## config.mk

```make
export PLATFORM = sky130hd
export DESIGN_NAME = clock_divider_multi
export DESIGN_NICKNAME = d
export VERILOG_FILES = /design/src/rtl/clock_divider_multi.sv
export SDC_FILE = /design/constraint.sdc
export NUM_CORES = 1
export LEC_CHECK = 0
export CORE_MARGIN = 4
export CORE_UTILIZATION = 35
export CTS_BUF_LIST = sky130_fd_sc_hd__clkbuf_4 sky130_fd_sc_hd__clkbuf_8
export CTS_CLUSTER_SIZE = 12
export DETAILED_ROUTE_END_ITERATION = 10
export SETUP_SLACK_MARGIN = 0.3
export SLEW_MARGIN = 40
export SYNTH_ARGS = -nofsm -noshare
export SYNTH_HDL_FRONTEND = slang
export SYNTH_SLANG_ARGS = --single-unit
```

## constraint.sdc

```tcl
create_clock -name clk_in -period 2.95 [get_ports clk_in]
set_input_delay 0.59 -clock clk_in [delete_from_list [all_inputs] [get_ports clk_in]]
set_output_delay 0.59 -clock clk_in [all_outputs]
set_load 0.005 [all_outputs]
```

## src/rtl/clock_divider_multi.sv

```systemverilog
// N-channel programmable clock divider: per-channel square wave, rising-edge tick
// and shadowed half-period that is only applied at a counter wrap or while idle.
module clock_divider_multi #(
  parameter int unsigned N_CH        = 4,
  parameter int unsigned DIV_W       = 16,
  parameter int unsigned FREC_BASE   = 100,
  parameter int unsigned FREC_SALIDA = 25,
  localparam int unsigned CH_W       = (N_CH > 1) ? $clog2(N_CH) : 1
) (
  input  logic             clk_in,
  input  logic             reset,
  input  logic [N_CH-1:0]  en,
  input  logic             cfg_we,
  input  logic [CH_W-1:0]  cfg_ch,
  input  logic [DIV_W-1:0] cfg_div,
  output logic [N_CH-1:0]  clk_out,
  output logic [N_CH-1:0]  tick,
  output logic [N_CH-1:0]  pending
);

  localparam int unsigned      DEF_HALF = FREC_BASE / (2 * FREC_SALIDA);
  localparam logic [DIV_W-1:0] DEF_DIV  = DIV_W'(DEF_HALF);

  logic [DIV_W-1:0] cnt_q [N_CH];
  logic [DIV_W-1:0] cnt_d [N_CH];
  logic [DIV_W-1:0] act_q [N_CH];
  logic [DIV_W-1:0] act_d [N_CH];
  logic [DIV_W-1:0] sh_q  [N_CH];
  logic [DIV_W-1:0] sh_d  [N_CH];
  logic [N_CH-1:0]  clk_q, clk_d;
  logic [N_CH-1:0]  tick_q, tick_d;
  logic [N_CH-1:0]  pend_q, pend_d;
  logic [N_CH-1:0]  run_c, wrap_c, wr_c;

  // Per-channel counter, output and divisor-apply logic
  always_comb begin
    cnt_d  = cnt_q;
    act_d  = act_q;
    sh_d   = sh_q;
    clk_d  = clk_q;
    tick_d = '0;
    pend_d = pend_q;
    run_c  = '0;
    wrap_c = '0;
    wr_c   = '0;
    for (int i = 0; i < int'(N_CH); i++) begin
      run_c[i]  = en[i] && (act_q[i] != '0);
      wrap_c[i] = run_c[i] && (cnt_q[i] == act_q[i] - DIV_W'(1));
      wr_c[i]   = cfg_we && (cfg_ch == CH_W'(i));

      if (!run_c[i]) begin
        cnt_d[i] = '0;
        clk_d[i] = 1'b0;
      end else if (wrap_c[i]) begin
        cnt_d[i]  = '0;
        clk_d[i]  = ~clk_q[i];
        tick_d[i] = ~clk_q[i];
      end else begin
        cnt_d[i] = cnt_q[i] + DIV_W'(1);
      end

      // A write on an apply edge bypasses the shadow so the new period starts now
      if (wr_c[i]) begin
        sh_d[i] = cfg_div;
        if (!run_c[i] || wrap_c[i]) begin
          act_d[i]  = cfg_div;
          pend_d[i] = 1'b0;
        end else begin
          pend_d[i] = 1'b1;
        end
      end else if (pend_q[i] && (!run_c[i] || wrap_c[i])) begin
        act_d[i]  = sh_q[i];
        pend_d[i] = 1'b0;
      end
    end
  end

  always_ff @(posedge clk_in) begin
    if (reset) begin
      for (int i = 0; i < int'(N_CH); i++) begin
        cnt_q[i] <= '0;
        act_q[i] <= DEF_DIV;
        sh_q[i]  <= DEF_DIV;
      end
      clk_q  <= '0;
      tick_q <= '0;
      pend_q <= '0;
    end else begin
      cnt_q  <= cnt_d;
      act_q  <= act_d;
      sh_q   <= sh_d;
      clk_q  <= clk_d;
      tick_q <= tick_d;
      pend_q <= pend_d;
    end
  end

  assign clk_out = clk_q;
  assign tick    = tick_q;
  assign pending = pend_q;

endmodule
```

# Word level (Yosys, flattened, before mapping)

Index checks and enable logic that the tools add are counted.

Register bits after elaboration: 204

Add/sub/neg operators: 8
Equality and inequality tests: 11
Muxes and demuxes: 24
Bitwise gates (word level): 12
Reduce and logical (&&, ||, !) cells: 49

Operator list:

| kind                                                  | count |
|---|---|
| 2-to-1 mux 16 bit                                     | 12 |
| adder 16 x 1 -> 16 bit, second input constant         | 4 |
| equality test 16 bit                                  | 4 |
| nonzero test 16 bit                                   | 4 |
| subtractor 16 x 1 -> 16 bit, second input constant    | 4 |
| OR reduction 3 bit                                    | 8 |
| logical AND 1 bit                                     | 16 |
| 2-to-1 mux 1 bit                                      | 12 |
| inverter 1 bit                                        | 12 |
| inequality test 2 x 1 -> 1 bit, second input constant | 4 |
| AND reduction 2 bit                                   | 4 |
| nonzero test 2 bit                                    | 4 |
| OR reduction 2 bit                                    | 4 |
| equality test 2 bit, second input constant            | 2 |
| zero test 1 bit                                       | 4 |
| logical OR 1 bit                                      | 4 |
| equality test 2 x 1 -> 1 bit, second input constant   | 1 |
| zero test 2 bit                                       | 1 |

# Depth between registers and ports, before layout

Gate-level depths: netlist of run 1.

Depth after elaboration: 7
Gate-level depth with buffers: 12

# Worst setup path before layout of run 1

No wires, ideal clock.

Path kind: register to register
Start: register act_q[34] (netlist bit)
End: register act_q[37] (netlist bit)
Library setup time: 0.121 ns
Arrival time: 3.079 ns
Data required time: 2.829 ns
Setup slack: -0.251 ns
Cell stages (with the launch flop): 10
Buffers on the path: 2
Cells stage by stage: dfxtp_1 > clkbuf_1 > or4_1 > nor4b_2 > mux2_2 > mux2i_1 > a21oi_1 > o41ai_4 > buf_6 > mux2_4

Longest elaborated chain between the ends: 7
Elaborated cells on any way between the ends: 11

Ends and longest elaborated chain:

| item                                                                      | line       | RTL |
|---|---|---|
| from (decl)                                                               | 26         | `logic [DIV_W-1:0] act_q [N_CH];` |
| from (signal assigned)                                                    | 90         | `act_q <= act_d;` |
| subtractor 16 x 1 -> 16 bit / nonzero test 16 bit (equally long branches) | 48, 47     |  |
| equality test 16 bit / logical AND 1 bit (equally long branches)          | 48, 47     |  |
| logical AND 1 bit / zero test 1 bit (equally long branches)               | 48, 65, 71 |  |
| logical OR 1 bit *                                                        | 65, 71     |  |
| logical AND 1 bit                                                         | 71         | `end else if (pend_q[i] && (!run_c[i] \|\| wrap_c[i])) begin` |
| nonzero test 2 bit (no line)                                              | --         |  |
| AND reduction 2 bit (no line) *                                           | --         |  |

Mark *: on every way between the ends. The rest lies on a longest branch, timed or not.
A chain may end at the register's enable or synchronous reset.

# Final worst setup path of run 1

Start: register act_q[42] (netlist bit)
End: register pend_q[1] (netlist: pending[1])

Longest elaborated chain between the ends: 6
Elaborated cells on any way between the ends: 11

Ends and longest elaborated chain:

| item                                                                      | line       | RTL |
|---|---|---|
| subtractor 16 x 1 -> 16 bit / nonzero test 16 bit (equally long branches) | 48, 47     |  |
| equality test 16 bit / logical AND 1 bit (equally long branches)          | 48, 47     |  |
| logical AND 1 bit / zero test 1 bit (equally long branches)               | 48, 65, 71 |  |
| logical OR 1 bit *                                                        | 65, 71     |  |
| 2-to-1 mux 1 bit / logical AND 1 bit (equally long branches)              | 65, 71     |  |
| 2-to-1 mux 1 bit / nonzero test 2 bit (equally long branches)             | --         |  |
| to (signal assigned)                                                      | 94         | `pend_q <= pend_d;` |
| to (decl)                                                                 | 32         | `logic [N_CH-1:0] pend_q, pend_d;` |

Marked as above.

==> impl_results.md, run 1 <==
* Ant. Diodes at 0
* Max transition margin at 49.6%
* Num rows at 64
* Failing checks: setup timing
* Endpoints failing setup at 5
* Part of the cycle the worst path needs at 100%
* CP arrival at 3.36 ns
* Sinks on the clock net at 204
* Share of the synthesized area in the top cell type at 37.7%
* Count of buffers from port buffering at 36
* Vias/cell at 5.37
* Fin Setup TNS at -0.0131 ns
* Placeable Area at 30,600 um2
* Avg WL per Cell at 16.4 um
* Yosys top cell by area: dfxtp_1
* Top FF cell, synth: dfxtp_1
* HPWL Detailed at 20,200 um
* Final hold vios at 0
* Largest net degree at the start of global routing at 86
* Initial antenna violation count at 0
* Clk_lat worst skew at 0.53 ns
* CTS tree: built
* DR WL met2 at 14,200 um
* Post-place setup slack at -0.138 ns
* DR vias at 9,810
* EDFF count, synth at 0
* FMAX at 0.338 GHz
* Avg Cell Area, Syn at 8.38 um2
* CP Cell Sequence: or4_4 > or4_4 > or3_4 > buf_4 > buf_6 > a211oi_2 > nand4_1 > o31ai_4 > buf_4 > buf_6 > nor2_1
* GR Overflow Total at 0
* Required time worst endpoint at 3.35 ns
* H-tree levels at 2
* Layout cell share with drive strength beyond 1 at 25.4%
* Final hold slack at 0.450 ns
* # DRC at 0
* FFs w/ async S/R, synth at 0%
* Total track usage at 17.0%
* # IOs at 37
* CP max stage delay at 0.55 ns
* Placer's final routability congestion estimate at 0.900
* Post-synthesis cell type count at 76
* Critical path type: reg2reg
* Layout Nets at 1,441
* Multi-input gate area at 7070 um2
* Synth area leaders: dfxtp_1, xnor2_1, xor2_1, nand2_1, nor2_1
* CP Max Fanout at 5
* Leak pwr at 5.34 nW
* Type of origin of the critical path: register
* Final min period at 2.96 ns
* Max Slew Vio Count at 0
* Syn_nets at 1,325
* Worst setup margin at -0.00898 ns
* Clk_skew at 0.0244 ns
* Clk buf depth at 3
* Worst vdd ir at 0.332 mV
* P&R area growth vs syn at 30.9%
* Post-route ant nets at 0
* CP Capture Type: register
* Number of CTS-inserted buffers at 38
* First-pass GRT wire length at 48,300 um
* Cells after synthesis at 1,292
* Routed WL at 30,000 um
* Reg area at 4110 um2
* M1 WL at 14,000 um
* Tightest Pin Transition at 0.756 ns
* Register area share after synthesis at 37.7%
* Die height at 184 um
* Final Power at 6.92 mW
* Hold buffers post-CTS at 0
* DRT iter0 DRCs at 584
* Power per cell area at 488 nW/um2
* Mapped Area at 10,800 um2
* # fillers at 2,940
* Placed cells at 1,724
* HP Class: reg2reg
* Top Layer Used: met4
* Slowest CP cell: or4_4
* Met3 wire length at 1200 um
* Initial DRT Pass Iterations at 5
* CTS root buf: clkbuf_8
* Vias in the first global route at 9,354
* Maxcap violations at 0
* Finished Layout Cells at 1,827
* Synthesis Warnings at 0
* RSZ-0062 raised after global routing: yes
* WP buf/inv at 4
* Initial Utilization at 35.4%
* Clock transition at the registers of the reported paths at 0.05 ns
* Die area at 33,800 um2
* Synth Register Bits at 204
* CP top delay family: simple AND/OR/NAND/NOR gates
* Die width at 184 um
* Status: complete, but fails checks
-- kinds of logic after synthesis --
group / after synthesis / synth area share (%)
AO/OA/AOI/OAI: 222 / 14.4
XOR/XNOR: 122 / 9.87
adder cells (fa/ha/maj): 8 / 0.925
buffers and inverters: 117 / 4.20
flip-flops: 204 / 37.7
multiplexers: 57 / 6.02
AND/OR/NAND/NOR: 562 / 26.8
-- final cells by class --
| type | instances | area share [%] |
|---|---|---|
| clock buffer | 57 | 5.05 |
| clock inverter | 6 | 0.600 |
| inverter | 32 | 0.848 |
| multi-input combinational | 972 | 49.9 |
| sequential | 204 | 29.0 |
| tap | 396 | 3.50 |
| timing repair buffer | 160 | 11.1 |
-- sequential cells by signal, summed over array words and instances, names as in the netlist --
register	count
tick	4
clk_out	4
act_q	64
sh_q	64
cnt_q	64
pending	4
-- what timing repair did --
action,in CTS,in global routing
gates cloned,6,2
setup endpoints to repair,134,136
setup buffers,18,14
pin swaps,41,20
resized for setup,62,105
-- through the flow --
stage / utilization [%] / area (um2)
CTS: 44.5 / 13600
detailed placement: 40.3 / 12300
global placement: 40.3 / 12300
global route: 46.3 / 14200
floorplan: - / 11200
finish: 46.3 / 14200
-- synth_stat cells, types with 5 or more instances --
cell and instances:
a211oi_1 6, a21o_1 7, a21oi_1 76, a221o_1 18, a31oi_1 17, a32oi_1 5
and2_1 8, and3_1 29, buf_2 6, clkbuf_1 76, dfxtp_1 204, ha_1 8
inv_1 32, mux2_2 25, mux2_4 10, mux2i_1 22, nand2_1 129, nand2b_1 9
nand3_1 40, nand3b_1 21, nand4_1 30, nor2_1 126, nor2b_1 30, nor3_1 48
nor3b_1 18, nor4_1 21, o21ai_0 16, o31ai_1 23, or2_2 5, or3_1 16
or4_1 16, xnor2_1 61, xor2_1 61
-- report_power, final --
| part | switching [mW] | leakage [nW] | internal (mW) |
|---|---|---|---|
| Clock | 1.16 | 0.418 | 1.71 |
| Combinational | 0.642 | 3.26 | 0.530 |
| Sequential | 0.0522 | 1.66 | 2.82 |
| Total | 1.85 | 5.34 | 5.07 |
-- worst paths after layout --
| check | start | to | slack [ns] | depth (start not counted) |
|---|---|---|---|---|
| setup reg to reg | act_q[42] | pending[1] | -0.009 | 11 |
| hold reg to reg | clk_out[3] | tick[3] | 0.45 | 1 |
| hold / removal | clk_out[3] | tick[3] | 0.45 | 1 |
| setup / recovery | act_q[42] | pending[1] | -0.009 | 11 |
-- metal layers --
layer | vias to the layer above | track usage (%)
met5 | - | 0
met4 | 0 | 4.50
met3 | 47 | 2.71
met2 | 176 | 28.3
met1 | 4741 | 23.0
li1 | 4846 | -
-- cells in the final DEF (no fill, tap or decap), types with 13 or more instances in the layout --
cell,n
and3_1,16
clkbuf_8,46
a21oi_1,75
nand3_1,39
dfxtp_1,192
nor3b_1,14
buf_4,91
buf_6,18
xnor2_1,59
and3_4,13
nand2_1,127
mux2i_1,20
mux2_4,33
a31oi_1,17
inv_1,30
or3_1,15
nor2_1,96
nor3_1,42
a221o_1,18
or4_4,13
o21ai_0,15
nor2b_1,29
o31ai_1,22
nor2_4,24
nand3b_1,21
nand4_1,30
clkdlybuf4s50_1,35
xor2_1,61
Note: power is estimated with default switching activity, not from simulation.
==> inputs of run 2 (changes only) <==
Settings changed: CAP_MARGIN from default to 20.
==> results of run 2 <==
Final layout, timing and power as in run 1 (identical DEF).
